File: config.mk
export PLATFORM = sky130hd
export DESIGN_NAME = tick_div_prog_flat
export DESIGN_NICKNAME = d
export VERILOG_FILES = /design/src/rtl/tick_div_pkg.sv /design/src/rtl/tick_div_if.sv /design/src/rtl/tick_div_reload.sv /design/src/rtl/tick_div_prog.sv /design/src/flat_wrapper.sv
export SDC_FILE = /design/constraint.sdc
export NUM_CORES = 1
export LEC_CHECK = 0
export CAP_MARGIN = 20
export CORE_UTILIZATION = 52
export CTS_CLUSTER_SIZE = 40
export DETAILED_ROUTE_END_ITERATION = 10
export PLACE_DENSITY = 0.82
export SYNTH_ARGS = -nofsm -noshare
export SYNTH_HDL_FRONTEND = slang
export SYNTH_SLANG_ARGS = --single-unit
File: constraint.sdc
create_clock -name clk -period 2.3 [get_ports clk]
set_input_delay 0.23 -clock clk [delete_from_list [all_inputs] [get_ports clk]]
set_output_delay 0.23 -clock clk [all_outputs]
set_load 0.1 [all_outputs]
File: src/rtl/tick_div_pkg.sv
// Shared definitions for the programmable tick divider: FSM state encoding
// and the legacy divide-by-256 constant.
package tick_div_pkg;

   typedef enum logic [1:0] {
      ST_IDLE = 2'd0,
      ST_RUN  = 2'd1,
      ST_DONE = 2'd2
   } state_e;

   localparam logic [7:0] LEGACY_DIV = 8'd255;

endpackage

File: src/rtl/tick_div_if.sv
// Control/status bundle for tick_div_prog. The square-wave output sq_out is
// present only when TICK_DIV_SQUARE_EN is defined.
interface tick_div_if #(
   parameter int WIDTH = 8
);

   logic             start;
   logic             stop;
   logic             oneshot;
   logic             div_load;
   logic [WIDTH-1:0] div_val;
   logic             tick;
   logic             busy;
   logic             done;
   logic [WIDTH-1:0] count;
`ifdef TICK_DIV_SQUARE_EN
   logic             sq_out;

   modport master (
      output start, stop, oneshot, div_load, div_val,
      input  tick, busy, done, count, sq_out
   );

   modport slave (
      input  start, stop, oneshot, div_load, div_val,
      output tick, busy, done, count, sq_out
   );
`else
   modport master (
      output start, stop, oneshot, div_load, div_val,
      input  tick, busy, done, count
   );

   modport slave (
      input  start, stop, oneshot, div_load, div_val,
      output tick, busy, done, count
   );
`endif

endinterface

File: src/rtl/tick_div_reload.sv
// Divisor shadow register with a pending flag. A new divisor is handed to the
// counter immediately while it is not running, and only at the terminal-count
// cycle while it is running, so a period in progress is never cut short.
module tick_div_reload
   import tick_div_pkg::*;
#(
   parameter int               WIDTH       = 8,
   parameter logic [WIDTH-1:0] DEFAULT_DIV = {WIDTH{1'b1}}
) (
   input  logic             clk,
   input  logic             rst,
   input  logic             div_load,
   input  logic [WIDTH-1:0] div_val,
   input  logic             in_run,
   input  logic             wrap,
   output logic             upd_valid,
   output logic [WIDTH-1:0] upd_val
);

   logic [WIDTH-1:0] shadow_q, shadow_d;
   logic             pend_q, pend_d;

   // Capture loads (last one wins) and decide when the shadow value is released.
   always_comb begin
      shadow_d  = div_load ? div_val : shadow_q;
      pend_d    = pend_q | div_load;
      upd_valid = 1'b0;
      upd_val   = shadow_d;
      if ((div_load || pend_q) && (!in_run || wrap)) begin
         upd_valid = 1'b1;
         pend_d    = 1'b0;
      end
   end

   // Shadow and pending flag registers.
   always_ff @(posedge clk) begin
      if (rst) begin
         shadow_q <= DEFAULT_DIV;
         pend_q   <= 1'b0;
      end else begin
         shadow_q <= shadow_d;
         pend_q   <= pend_d;
      end
   end

endmodule

File: src/rtl/tick_div_prog.sv
// Runtime-programmable clock-enable generator: one-cycle tick every
// (divisor+1) clocks, periodic or one-shot, with start/stop control and
// wrap-aligned divisor reload. Defining TICK_DIV_SQUARE_EN adds sq_out, a
// square wave toggling on every tick.
module tick_div_prog
   import tick_div_pkg::*;
#(
   parameter int               WIDTH       = 8,
   parameter logic [WIDTH-1:0] DEFAULT_DIV = {WIDTH{1'b1}},
   parameter bit               AUTOSTART   = 1'b1
) (
   input logic       clk,
   input logic       rst,
   tick_div_if.slave bus
);

   state_e           state_q, state_d;
   logic [WIDTH-1:0] count_q, count_d;
   logic [WIDTH-1:0] div_reg_q, div_reg_d;
   logic             tick_q, tick_d;
   logic             mode_os_q, mode_os_d;
   logic             wrap;
   logic             in_run;
   logic             upd_valid;
   logic [WIDTH-1:0] upd_val;

   assign in_run = (state_q == ST_RUN);

   tick_div_reload #(
      .WIDTH       (WIDTH),
      .DEFAULT_DIV (DEFAULT_DIV)
   ) u_reload (
      .clk       (clk),
      .rst       (rst),
      .div_load  (bus.div_load),
      .div_val   (bus.div_val),
      .in_run    (in_run),
      .wrap      (wrap),
      .upd_valid (upd_valid),
      .upd_val   (upd_val)
   );

   // Next-state, counter and tick logic; stop beats start, start in RUN restarts.
   always_comb begin
      state_d   = state_q;
      count_d   = count_q;
      tick_d    = 1'b0;
      mode_os_d = mode_os_q;
      wrap      = 1'b0;
      div_reg_d = upd_valid ? upd_val : div_reg_q;
      unique case (state_q)
         ST_IDLE: begin
            count_d = '0;
            if (!bus.stop && bus.start) begin
               state_d   = ST_RUN;
               mode_os_d = bus.oneshot;
            end
         end
         ST_RUN: begin
            if (bus.stop) begin
               state_d = ST_IDLE;
               count_d = '0;
            end else if (bus.start) begin
               count_d   = '0;
               mode_os_d = bus.oneshot;
            end else if (count_q == div_reg_q) begin
               wrap    = 1'b1;
               tick_d  = 1'b1;
               count_d = '0;
               if (mode_os_q) begin
                  state_d = ST_DONE;
               end
            end else begin
               count_d = count_q + WIDTH'(1);
            end
         end
         ST_DONE: begin
            count_d = '0;
            if (bus.stop) begin
               state_d = ST_IDLE;
            end else if (bus.start) begin
               state_d   = ST_RUN;
               mode_os_d = bus.oneshot;
            end
         end
         default: begin
            state_d = ST_IDLE;
            count_d = '0;
         end
      endcase
   end

   // State, counter, divisor and tick registers with synchronous reset.
   always_ff @(posedge clk) begin
      if (rst) begin
         state_q   <= AUTOSTART ? ST_RUN : ST_IDLE;
         count_q   <= '0;
         div_reg_q <= DEFAULT_DIV;
         tick_q    <= 1'b0;
         mode_os_q <= 1'b0;
      end else begin
         state_q   <= state_d;
         count_q   <= count_d;
         div_reg_q <= div_reg_d;
         tick_q    <= tick_d;
         mode_os_q <= mode_os_d;
      end
   end

   assign bus.tick  = tick_q;
   assign bus.busy  = (state_q == ST_RUN);
   assign bus.done  = (state_q == ST_DONE);
   assign bus.count = count_q;

`ifdef TICK_DIV_SQUARE_EN
   logic sq_q, sq_d;

   // Square wave flips in step with each tick, so it only moves while running.
   always_comb begin
      sq_d = tick_d ? ~sq_q : sq_q;
   end

   // Square wave register.
   always_ff @(posedge clk) begin
      if (rst) begin
         sq_q <= 1'b0;
      end else begin
         sq_q <= sq_d;
      end
   end

   assign bus.sq_out = sq_q;
`endif

endmodule

File: src/flat_wrapper.sv
// flat-port wrapper written by rule: the top's interface ports become plain ports
module tick_div_prog_flat import tick_div_pkg::*;
#(
   parameter int               WIDTH       = 8,
   parameter logic [WIDTH-1:0] DEFAULT_DIV = {WIDTH{1'b1}},
   parameter bit               AUTOSTART   = 1'b1
)
  (clk, rst, bus_start, bus_stop, bus_oneshot, bus_div_load, bus_div_val, bus_tick, bus_busy, bus_done, bus_count);
  tick_div_if #(.WIDTH(WIDTH)) bus_i ();
  input logic clk;
  input logic rst;
  input wire logic [$bits(bus_i.start)-1:0] bus_start;
  input wire logic [$bits(bus_i.stop)-1:0] bus_stop;
  input wire logic [$bits(bus_i.oneshot)-1:0] bus_oneshot;
  input wire logic [$bits(bus_i.div_load)-1:0] bus_div_load;
  input wire logic [$bits(bus_i.div_val)-1:0] bus_div_val;
  output wire logic [$bits(bus_i.tick)-1:0] bus_tick;
  output wire logic [$bits(bus_i.busy)-1:0] bus_busy;
  output wire logic [$bits(bus_i.done)-1:0] bus_done;
  output wire logic [$bits(bus_i.count)-1:0] bus_count;
  assign bus_i.start = bus_start;
  assign bus_i.stop = bus_stop;
  assign bus_i.oneshot = bus_oneshot;
  assign bus_i.div_load = bus_div_load;
  assign bus_i.div_val = bus_div_val;
  assign bus_tick = bus_i.tick;
  assign bus_busy = bus_i.busy;
  assign bus_done = bus_i.done;
  assign bus_count = bus_i.count;
  tick_div_prog #(.WIDTH(WIDTH), .DEFAULT_DIV(DEFAULT_DIV), .AUTOSTART(AUTOSTART)) u_core (.clk(clk), .rst(rst), .bus(bus_i));
endmodule
Word level (Yosys, flattened, before mapping)
Index checks and enable logic that the tools add are counted.
- register bits: 29
- bits of input ports: 14
- output and inout port bits: 11
- $add $sub $neg: 1
- eq/ne operators: 10
- mux-type cells: 18
- bitwise operators: 2
- reduce and logical (&&, ||, !) cells: 13
- operator list (operator ; number):
    $mux W2 ; 7
    $add A8 B1 Y8 const B ; 1
    $eq A8 B8 Y1 ; 1
    $mux W1 ; 8
    $mux W8 ; 1
    $ne A3 B2 Y1 const B ; 2
    $ne A3 B3 Y1 const B ; 2
    $pmux W2 S3 ; 1
    $reduce_and A5 Y1 ; 1
    $reduce_or A5 Y1 ; 1
    $ne A2 B1 Y1 const B ; 2
    $reduce_and A4 Y1 ; 1
    $reduce_or A2 Y1 ; 2
    $eq A2 B1 Y1 const B ; 1
    $eq A2 B2 Y1 const B ; 1
    $logic_and A1 B1 Y1 ; 2
    $logic_not A1 Y1 ; 2
    $logic_not A2 Y1 ; 1
    $logic_or A1 B1 Y1 ; 2
    $ne A2 B2 Y1 const B ; 1
    $pmux W1 S2 ; 1
    $reduce_bool A2 Y1 ; 1
    $not A1 Y1 ; 1
    $or A1 B1 Y1 ; 1

Longest topological paths before layout
Gate-level depths: netlist (run 1).
- depth in word-level cells: 8
- mapped depth: 7
- gate-level depth less buffers: 6

Cells and area by module
From an unflattened synthesis (run 1), not the netlist that was laid out.
- cell total of the unflattened synthesis: 132
- area, all modules: 1367.6 µm²
- by module, submodules not included (module ; instances ; cells an instance ; area an instance (µm²) ; seq. area each (µm²)):
    tick_div_prog ; 1 ; 102 ; 984.7 ; 400.4
    tick_div_reload ; 1 ; 30 ; 382.9 ; 180.2

Worst setup path before layout (run 1)
No wires, ideal clock.
- path type: reg2reg
- start: reg u_core.state_q[1]
- end: reg u_core.div_reg_q[0]
- library setup time: 0.091 ns
- arrival: 2.122 ns
- required time: 2.209 ns
- setup slack: 0.087 ns
- cell stages (with the launch flop): 8
- period minus slack after synthesis: 2.213 ns
- cell sequence: dfxtp_1 -> inv_1 -> ha_1 -> o21bai_4 -> or2_1 -> buf_2 -> o32ai_1 -> a311oi_1
- longest elaborated chain between the ends: 5
- elaborated cells between the ends (all ways): 6
- classes of those cells: 1 x eq/ne; 2 x mux; 3 x reduce/logical
- RTL lines (what ; RTL line ; RTL):
    start: declaration ; tick_div_prog.sv:17 ; state_e state_q, state_d;
    start signal: assignment ; tick_div_prog.sv:96 ; state_q <= AUTOSTART ? ST_RUN : ST_IDLE;
    start signal: assignment ; tick_div_prog.sv:102 ; state_q <= state_d;
    $eq A2 B1 Y1 (*) ; -- ;
    named net bus_busy ; flat_wrapper.sv:18 ; output wire logic [$bits(bus_i.busy)-1:0] bus_busy;
    $mux W1 / $logic_not A1 Y1 (equally long branches) ; tick_div_prog.sv:51, tick_div_reload.sv:29 ;
    $logic_or A1 B1 Y1 (*) ; tick_div_reload.sv:29 ; if ((div_load || pend_q) && (!in_run || wrap)) begin
    $logic_and A1 B1 Y1 (*) ; tick_div_reload.sv:29 ;
    $mux W1 (*) ; tick_div_reload.sv:29 ;
    end signal: assignment ; tick_div_prog.sv:104 ; div_reg_q <= div_reg_d;
    end: declaration ; tick_div_prog.sv:19 ; logic [WIDTH-1:0] div_reg_q, div_reg_d;
The timed path passes the listed nets; every way through them passes the cells marked *.
A chain may end at the register's enable or synchronous reset.

Worst setup path in the final report (run 1)
- start: reg u_core.state_q[0]
- end: reg u_core.state_q[0]
- longest elaborated chain between the ends: 3
- elaborated cells between the ends (all ways): 10
- classes of those cells: 7 x eq/ne; 1 x mux; 2 x reduce/logical
- RTL lines (what ; RTL line ; RTL):
    $eq A2 B1 Y1 (tied with other cells) ; tick_div_prog.sv:51 ; unique case (state_q)
    $ne A3 B2 Y1 (no source line) (tied with other cells) ; -- ;
    $reduce_and A5 Y1 (no source line) ; -- ;
Parallel ways exist; a longest one is shown, timed or not.

==> results of run 1 <==
-- cell type report --
class | instances | area (µm²)
fill | 238 | 960
multi-input combinational | 115 | 865
sequential | 29 | 581
timing repair buffer | 26 | 228
clock buffer | 7 | 55.1
tap | 31 | 38.8
inverter | 2 | 7.51
-- cells by family (layout without fill, tap and decap cells) --
logic type	count (synthesis)	count (layout)	share of synthesized area [%]
buffers and inverters	9	35	3.10
muxes	2	2	1.43
DFF	29	29	38.9
xor gates and xnor gates	14	14	8.73
and+or+nand+nor	63	63	24.8
adders and majority gates	5	5	4.19
AOI/OAI and AO/OA	31	31	18.8
-- layer usage --
| layer | routed length [µm] | global-route usage, % | share of wire (%) |
|---|---|---|---|
| met1 | 1480 | 29.3 | 45 |
| met4 | 34 | 8.21 | 1.0 |
| met2 | 1560 | 38.6 | 48 |
| met5 | 0 | 0 | 0 |
| met3 | 177 | 8.67 | 5.5 |
-- power groups by stage --
stage	sequential [µW]	clock [µW]	combinational, µW
2_1_floorplan	585	0	183
3_3_place_gp	584	0	237
3_5_place_dp	586	0	248
4_1_cts	575	313	249
5_1_grt	580	342	273
6_report	575	304	250
-- worst max-delay path by stage --
stage,from,slack (ns),to
after floorplan,u_core.state_q[1],0.09,u_core.div_reg_q[0]
after global placement,bus_stop,0.39,u_core.div_reg_q[7]
after detailed placement,bus_stop,0.34,u_core.div_reg_q[6]
after CTS,u_core.state_q[0],0.53,u_core.state_q[0]
after global routing,u_core.state_q[0],0.41,u_core.state_q[0]
final,u_core.state_q[0],0.53,u_core.state_q[0]
-- state kept, by name, summed over array words and instances (netlist names) --
register,cells
u_core.bus.count,8
u_core.div_reg_q,8
u_core.u_reload.shadow_q,8
u_core.state_q,2
u_core.bus.tick,1
u_core.mode_os_q,1
u_core.u_reload.pend_q,1
-- through the flow --
stage          area, µm²  std cells  total power, µW  utilization (%)
6_report            1770        210             1130             64.9
5_1_grt             1770        210             1200             64.9
4_1_cts             1770        210             1140             64.9
3_5_place_dp        1720        203              834             62.9
3_3_place_gp        1720        203              821             62.9
2_1_floorplan       1490        153              767                -
-- layout by cell type (no fill, tap or decap), drive strengths merged, types with 2 or more instances in the layout --
master,Yosys,layout
a211o,8,8
a21oi,2,2
a311oi,8,8
and3,3,3
and4,2,2
buf,7,13
clkbuf,0,7
clkdlybuf4s50,0,13
dfxtp,29,29
ha,5,5
inv,2,2
nand2b,2,2
nand3,3,3
nand4,3,3
nor2,17,17
nor2b,11,11
nor3,4,4
nor4,10,10
o32ai,8,8
or2,4,4
xnor2,11,11
xor2,3,3
==> impl_metrics.py, run 1 <==
metrics = {
    "grt": {
        "grt_pass1_vias": 1266,
        "grt_usage_pct": 23.9,
        "grt_start_max_net_pins": 30,
        "grt.overflow.total": 0,
        "grt_pass1_wl_mm": 5.71,
        "antenna_found_initial": 0,
    },
    "timing": {
        "finClkSkew_ns": 0.00493,
        "rsz0062_at_grt": "false",
        "clock.fmax_mhz": 567,
        "setup_viol_count_final": 0,
        "period_needed_ns": 1.77,
        "hold_ws_ns": 0.513,
        "finalMaxSlewViolations": 0,
        "worst_slew_pin_slew_ns": 0.632,
        "maxSlewHeadroom_pct": 57.6,
        "fin_crit_sh_pct": 76.7,
        "final_hold_viol_count": 0,
        "fin_ws_ns": 0.535,
        "finalSetupTns_ns": 0,
    },
    "floorplan": {
        "start_util_pct": 54.6,
        "io_pins": 25,
        "fp.dieW_um": 55.6,
        "core_um2": 2730,
        "row_count": 19,
        "die_h_um": 55.6,
        "die_area_um2": 3090,
    },
    "yosys": {
        "ys_warn_count": 0,
        "syn_area_um2": 1490,
        "synth_seq_cells": 29,
        "synth-edff-count": 0,
        "synthTopCellsByCount": "dfxtp_1, nor2_1, nor2b_1",
        "post-synth-top-count-cell": "dfxtp_1",
        "synth_area_leader_cell": "dfxtp_1",
        "synth_cells": 153,
        "yosys-top-cells-area": "dfxtp_1, xnor2_1, a211o_1",
        "syn_nets": 172,
        "synth_top_area_share_pct": 38.9,
        "avgSynthCellArea_um2": 9.75,
        "async_flop_share_pct": 0,
        "ys.flop_type": "dfxtp_1",
        "ys_seq_area_share_pct": 38.9,
        "synth.distinct_cells": 39,
    },
    "clock_network": {
        "cts.sinks": 29,
        "root_buffer": "clkbuf_4",
        "cts_resized": 0,
        "clock_path_buffers": 2,
        "cts_setup_buffers": 0,
        "cts_hold_buf": 0,
        "tritoncts": "built",
        "numCtsBuffers": 5,
        "h-tree-depth": 2,
        "cts.clk_slew.worst_paths_ns": 0.08,
        "insertion_delay_ns": 0.32,
    },
    "worst_setup_path": {
        "r2r_setup_slack_ns": 0.53,
        "worstReg2RegStart": "u_core.state_q[0]",
        "critPathMaxFanout": 5,
        "critical_path_required_ns": 2.51,
        "r2r_end": "u_core.state_q[0]",
        "crit_chain": "inv_1, ha_1, or2_2, a21oi_1, nor3_1, a221o_1",
        "critPathSlowestCell": "dfxtp_1",
        "crit_buf_inv": 1,
        "crit_type": "flop to flop",
        "cp.depth": 6,
        "crit_family": "compound AO/OA/AOI/OAI gates",
        "slowest_delay_ns": 0.37,
        "start_kind": "flop",
        "cp.arrival_ns": 1.98,
        "r2r.worst_path.cells": 6,
        "cp-end-kind": "flop",
    },
    "layout": {
        "final_nets": 198,
        "area_delta_synth_final_pct": 19.0,
        "drive_above_1_share_pct": 16.8,
        "antenna_cells": 0,
    },
    "placement": {
        "port_buffers": 24,
        "place_congestion": 0.844,
        "dpl_worst_slack_ns": 0.336,
        "hpwl_mm": 2.37,
    },
    "power": {
        "irDropWorstVdd_mv": 0.474,
        "switchingPower_uw": 332,
        "leakagePower_uw": 0.000667,
        "seqPwrFrac_pct": 50.9,
        "intPower_uw": 797,
        "p_per_area_nw_per_um2": 636,
        "power_frac_clock_pct": 27.0,
        "combPwrFrac_pct": 22.1,
        "p_sw_share_pct": 29.4,
    },
    "detailed_routing": {
        "final_antenna_net_count": 0,
        "num_vias": 1261,
        "wl_per_cell_um": 15.4,
        "via_per_inst": 6.00,
        "drc": 0,
        "wirelength_mm": 3.24,
        "drt_iter0_markers": 60,
        "first_pass_iters": 4,
    },
    "run": {
        "drv_cap": 0,
    },
    "run_status": {
        "outcome": "finished clean",
    },
    "worst_hold_path": {
        "hold_end": "u_core.bus.count[0]",
        "hold_path_class": "flop to flop",
        "hold_depth": 1,
        "hp-start": "u_core.bus.count[0]",
    },
}
Note: power is estimated with default switching activity, not from simulation.
==> inputs of run 2 (changes only) <==
Settings changed: CORE_UTILIZATION 52 to 47, PLACE_DENSITY 0.82 to 0.79.
Clock period 2.3 ns to 1.58 ns, I/O delays scaled along.
==> run 2 against run 1 <==
Effect of this change:
- register-to-register slack worse by 0.52 ns
- sequential power up 46%
- largest power group unchanged
- critical path depth down 2
- setup slack worse by 0.52 ns
- final cell count up 13%
- utilization up 11 points
- clock skew up 0.0070 ns
- hold slack worse by 0.036 ns
==> impl_metrics.py, run 2 (synthesis results as in run 1) <==
metrics = {
    "power": {
        "seqPwrFrac_pct": 43.3,
        "intPower_uw": 1350,
        "leakagePower_uw": 0.000853,
        "p_sw_share_pct": 30.1,
        "power_frac_clock_pct": 29.3,
        "irDropWorstVdd_mv": 0.515,
        "switchingPower_uw": 582,
        "combPwrFrac_pct": 27.4,
        "p_per_area_nw_per_um2": 844,
    },
    "timing": {
        "finClkSkew_ns": 0.0119,
        "fin_crit_sh_pct": 99.3,
        "finalMaxSlewViolations": 0,
        "maxSlewHeadroom_pct": 70.7,
        "final_hold_viol_count": 0,
        "setup_viol_count_final": 0,
        "rsz0062_at_grt": "true",
        "fin_ws_ns": 0.0116,
        "clock.fmax_mhz": 638,
        "period_needed_ns": 1.57,
        "worst_slew_pin_slew_ns": 0.439,
    },
    "placement": {
        "place_congestion": 0.830,
        "hpwl_mm": 2.62,
        "port_buffers": 24,
        "dpl_worst_slack_ns": -0.229,
        "place_area_um2": 2030,
        "dp_cells": 227,
    },
    "grt": {
        "antenna_found_initial": 0,
        "grt_usage_pct": 24.4,
        "grt_start_max_net_pins": 23,
        "grt_pass1_wl_mm": 6.23,
        "grt_pass1_vias": 1396,
        "grt.overflow.total": 0,
    },
    "run": {
        "drv_cap": 0,
    },
    "worst_setup_path": {
        "critical_path_required_ns": 1.78,
        "cp-end-kind": "flop",
        "critPathMaxFanout": 3,
        "cp.arrival_ns": 1.77,
        "start_kind": "flop",
        "crit_type": "flop to flop",
        "cp-startpoint": "u_core.div_reg_q[1]",
        "critPathSlowestCell": "a221o_1",
        "worstReg2RegStart": "u_core.div_reg_q[1]",
        "crit_chain": "xnor2_2, and4_1, nand3_1, a221o_1",
        "crit_buf_inv": 0,
        "slowest_delay_ns": 0.38,
        "crit_family": "simple AND/OR/NAND/NOR gates",
    },
    "layout": {
        "final_common_cell": "dfxtp_1",
        "fin_cells": 237,
        "area_delta_synth_final_pct": 53.5,
        "fillCellCount": 216,
        "drive_above_1_share_pct": 41.5,
        "mostFrequentLayoutCells": "dfxtp_1, nor2_1, buf_4",
        "antenna_cells": 0,
        "fin_area_um2": 2290,
        "final_nets": 211,
        "fin_util_pct": 75.6,
    },
    "detailed_routing": {
        "drt_iter0_markers": 42,
        "drc": 0,
        "num_vias": 1375,
        "wl_per_cell_um": 16.8,
        "first_pass_iters": 4,
        "via_per_inst": 5.80,
        "wirelength_mm": 3.97,
        "final_antenna_net_count": 0,
    },
    "worst_hold_path": {
        "hp-start": "bus_div_val[5]",
        "hold_path_class": "input pin to flop",
    },
    "floorplan": {
        "core_um2": 3030,
        "io_pins": 25,
        "start_util_pct": 49.3,
        "die_h_um": 58.3,
        "die_area_um2": 3400,
        "fp.dieW_um": 58.3,
        "row_count": 20,
    },
    "clock_network": {
        "numCtsBuffers": 5,
        "clock_path_buffers": 2,
        "h-tree-depth": 2,
        "insertion_delay_ns": 0.32,
        "root_buffer": "clkbuf_4",
        "cts.sinks": 29,
        "cts_hold_buf": 0,
        "cts.clk_slew.worst_paths_ns": 0.09,
        "tritoncts": "built",
    },
    "run_status": {
        "outcome": "finished clean",
    },
}
run 2: changes by cell type in the layout (fill, tap and decap cells not counted), moves of 7 or more:
cell     delta
buf_12     +11
xnor2_2     +7
dfxtp_1    -10
dfxtp_4     +9
xnor2_1     -7
run 2: final cells by class:
cell class	count	area (µm²)	share of cell area [%]
multi-input combinational	115	1070	46.6
clock buffer	8	80.1	3.50
timing repair buffer	39	463	20.2
sequential	29	616	26.9
inverter	2	10.0	0.437
tap	44	55.1	2.40
run 2: worst paths after layout:
check                                end  cells past startpoint  slack [ns]
max reg2reg            u_core.state_q[0]                      4        0.01
min reg2reg          u_core.bus.count[0]                      1        0.48
max                    u_core.state_q[0]                      4        0.01
min          u_core.u_reload.shadow_q[5]                      2        0.48
run 2: power groups by stage:
stage | sequential [µW] | clock (µW) | combinational (µW)
final | 837 | 567 | 530
after floorplan | 842 | 0 | 287
after detailed placement | 841 | 0 | 440
after global placement | 839 | 0 | 421
after CTS | 824 | 579 | 470
after global routing | 841 | 631 | 560
run 2: what timing repair did:
action | 4_1_cts | 5_1_grt
pin swaps | 2 | 6
setup buffers | 1 | 1
setup endpoints to repair | 5 | 20
resized for setup | 8 | 18
run 2: stage by stage:
stage               power [µW]  setup TNS [ns]  hold WS (ns)
floorplan                 1130          -0.149         0.305
global placement          1260           -1.79         0.456
detailed placement        1280           -2.22         0.460
CTS                       1870               0         0.475
global route              2030          -0.126         0.458
finish                    1930               0         0.477
run 2: routing by layer:
metal  up-vias  part of all wire, %  GRT usage (%)  wire, µm
met4         0                  1.6           12.6        63
li1        660                    -              -         -
met1       661                   42           27.5      1680
met2        45                   50           41.9      2000
met3         9                  5.8           7.03       229
met5         -                    0              0         0
==> inputs of run 3 (changes only) <==
Settings changed: CORE_UTILIZATION 47 to 51, PLACE_DENSITY 0.79 to 0.82, SYNTH_HIERARCHICAL from default to 1.
Clock period 1.58 ns to 1.8 ns, I/O delays scaled along.
==> run 3 against run 2 <==
Effect of this change:
- non-clock buffer count is 1 lower
- clock power is 29% lower
- design area is 17% lower
- largest cell class unchanged
- setup slack worse by 0.055 ns
- first-iteration DRC count is 69% lower
- critical endpoint is now u_core/div_reg_q[7]
- the flow now finishes with violations (negative setup slack)
==> impl_metrics.py, run 3 <==
metrics = {
    "run_status": {
        "outcome": "complete, but fails checks",
        "violations": "negative setup slack",
    },
    "floorplan": {
        "start_util_pct": 54.7,
        "die_h_um": 53.8,
        "core_um2": 2500,
        "fp.dieW_um": 53.8,
        "io_pins": 25,
        "die_area_um2": 2890,
        "row_count": 18,
    },
    "layout": {
        "fin_util_pct": 76.2,
        "mostFrequentLayoutCells": "buf_4, dfxtp_1, clkdlybuf4s50_1",
        "multi_input_area_um2": 831,
        "fillCellCount": 173,
        "antenna_cells": 0,
        "drive_above_1_share_pct": 38.1,
        "final_common_cell": "buf_4",
        "area_delta_synth_final_pct": 39.3,
        "final_nets": 194,
        "final-seq-area_um2": 613,
    },
    "detailed_routing": {
        "first_pass_iters": 4,
        "num_vias": 1098,
        "via_per_inst": 5.33,
        "wirelength_mm": 3.10,
        "final_antenna_net_count": 0,
        "wl_per_cell_um": 15.0,
        "drc": 0,
        "drt_iter0_markers": 13,
    },
    "power": {
        "irDropWorstVdd_mv": 0.696,
        "power_uw": 1500,
        "p_per_area_nw_per_um2": 788,
        "leakagePower_uw": 0.000784,
    },
    "grt": {
        "grt_pass1_wl_mm": 5.04,
        "grt_usage_pct": 25.8,
        "grt_pass1_vias": 1096,
        "grt_start_max_net_pins": 10,
        "antenna_found_initial": 0,
        "grt.overflow.total": 0,
    },
    "worst_setup_path": {
        "critPathMaxFanout": 5,
        "critical_path_required_ns": 2.00,
        "start_kind": "flop",
        "r2r.worst_path.cells": 8,
        "crit_type": "flop to flop",
        "cp-end-kind": "flop",
        "cp.arrival_ns": 2.04,
    },
    "yosys": {
        "yosys-top-cells-area": "dfxtp_1, mux2_4, xor2_1",
        "syn_area_um2": 1370,
        "ys.flop_type": "dfxtp_1",
        "ys_warn_count": 6,
        "synth_top_area_share_pct": 42.5,
        "syn_nets": 151,
        "synth_seq_cells": 29,
        "synthTopCellsByCount": "dfxtp_1, nor2_1, xor2_1",
        "synth_cells": 132,
        "synth-edff-count": 0,
        "synth.distinct_cells": 30,
        "ys_seq_area_share_pct": 42.5,
        "async_flop_share_pct": 0,
        "synth_area_leader_cell": "dfxtp_1",
        "post-synth-top-count-cell": "dfxtp_1",
        "avgSynthCellArea_um2": 10.4,
    },
    "clock_network": {
        "clock_path_buffers": 2,
        "tritoncts": "built",
        "cts.sinks": 29,
        "root_buffer": "clkbuf_4",
        "cts_hold_buf": 0,
        "cts.clk_slew.worst_paths_ns": 0.09,
        "insertion_delay_ns": 0.31,
        "h-tree-depth": 2,
        "numCtsBuffers": 5,
    },
    "timing": {
        "maxSlewHeadroom_pct": 71.4,
        "setup_viol_count_final": 6,
        "finalSetupTns_ns": -0.187,
        "period_needed_ns": 1.84,
        "finalMaxSlewViolations": 0,
        "worst_slew_pin_slew_ns": 0.428,
        "fin_crit_sh_pct": 102,
        "hold_ws_ns": 0.492,
        "final_hold_viol_count": 0,
        "finClkSkew_ns": 0.00724,
        "clock.fmax_mhz": 543,
        "fin_ws_ns": -0.0430,
        "rsz0062_at_grt": "true",
    },
    "worst_hold_path": {
        "hold_path_class": "flop to flop",
        "hold_depth": 2,
    },
    "placement": {
        "hpwl_mm": 2.26,
        "port_buffers": 24,
        "place_congestion": 0.769,
        "dpl_worst_slack_ns": -0.0667,
    },
    "run": {
        "drv_cap": 0,
    },
}
==> run 3: cell count changes after synthesis, moves of 3 or more <==
cell	change
nor4_1	-8
nand3_1	+3
buf_2	-4
nor2_1	-3
inv_1	+4
xor2_1	+9
or2_1	+7
xnor2_1	-9
o32ai_1	-8
mux2_4	+8
a311oi_1	-8
==> run 3: per-stage QoR <==
step / cells / cell area (µm²)
after global placement: 195 / 1780
final: 206 / 1910
after global routing: 206 / 1910
after floorplan: 132 / 1440
after CTS: 205 / 1870
after detailed placement: 195 / 1780
==> run 3: routing by layer <==
metal	vias to the layer above	global-route usage, %	share of wire (%)
met4	0	11.0	2.8
met3	9	10.2	3.1
met1	529	27.3	42
met2	21	44.9	52
li1	539	-	-
met5	-	0	0
==> run 3: cell type report <==
| cell class | count | area share, % |
|---|---|---|
| Timing Repair Buffer | 38 | 18.0 |
| Clock buffer | 8 | 3.09 |
| Sequential cell | 29 | 32.2 |
| Tap cell | 30 | 1.97 |
| Multi-Input combinational cell | 95 | 43.6 |
| Inverter | 6 | 1.18 |
==> run 3: power breakdown <==
part	switching [µW]	total (µW)	internal, µW
Sequential	33.8	710	676
Combinational	204	389	186
Clock	210	402	193
Total	447	1500	1050
==> run 3: worst max-delay path: stages, from the launching register on <==
cell     delay (ns)
dfxtp_4        0.36
xor2_2         0.18
nor4_4         0.30
nand2_1        0.12
nor2_2         0.17
inv_2          0.08
a21oi_4        0.20
nor2b_1        0.08
a211o_1        0.23
==> run 3: logic make-up (layout without fill, tap and decap cells) <==
group,after synthesis,after routing,share of synthesized area (%)
AND/OR/NAND/NOR,51,51,22.1
flip-flops,29,29,42.5
AO/OA/AOI/OAI,14,15,8.05
XOR/XNOR,14,14,9.52
multiplexers,10,10,10.3
buffers and inverters,9,52,3.02
adder cells (fa/ha/maj),5,5,4.57
==> run 3: final timing paths <==
path / from / to / slack (ns)
hold / removal: u_core/mode_os_q / u_core/mode_os_q / 0.49
hold reg to reg: u_core/mode_os_q / u_core/mode_os_q / 0.49
setup / recovery: u_core/bus.count[0] / u_core/div_reg_q[7] / -0.04
setup reg to reg: u_core/bus.count[0] / u_core/div_reg_q[7] / -0.04
==> run 3: timing repair <==
item	in CTS	in global routing
endpoints found under the hold margin	0	0
pin swaps	2	5
buffers inserted	1	1
endpoints found under the setup margin	10	11
gates resized for setup	5	6
cloned	1	0
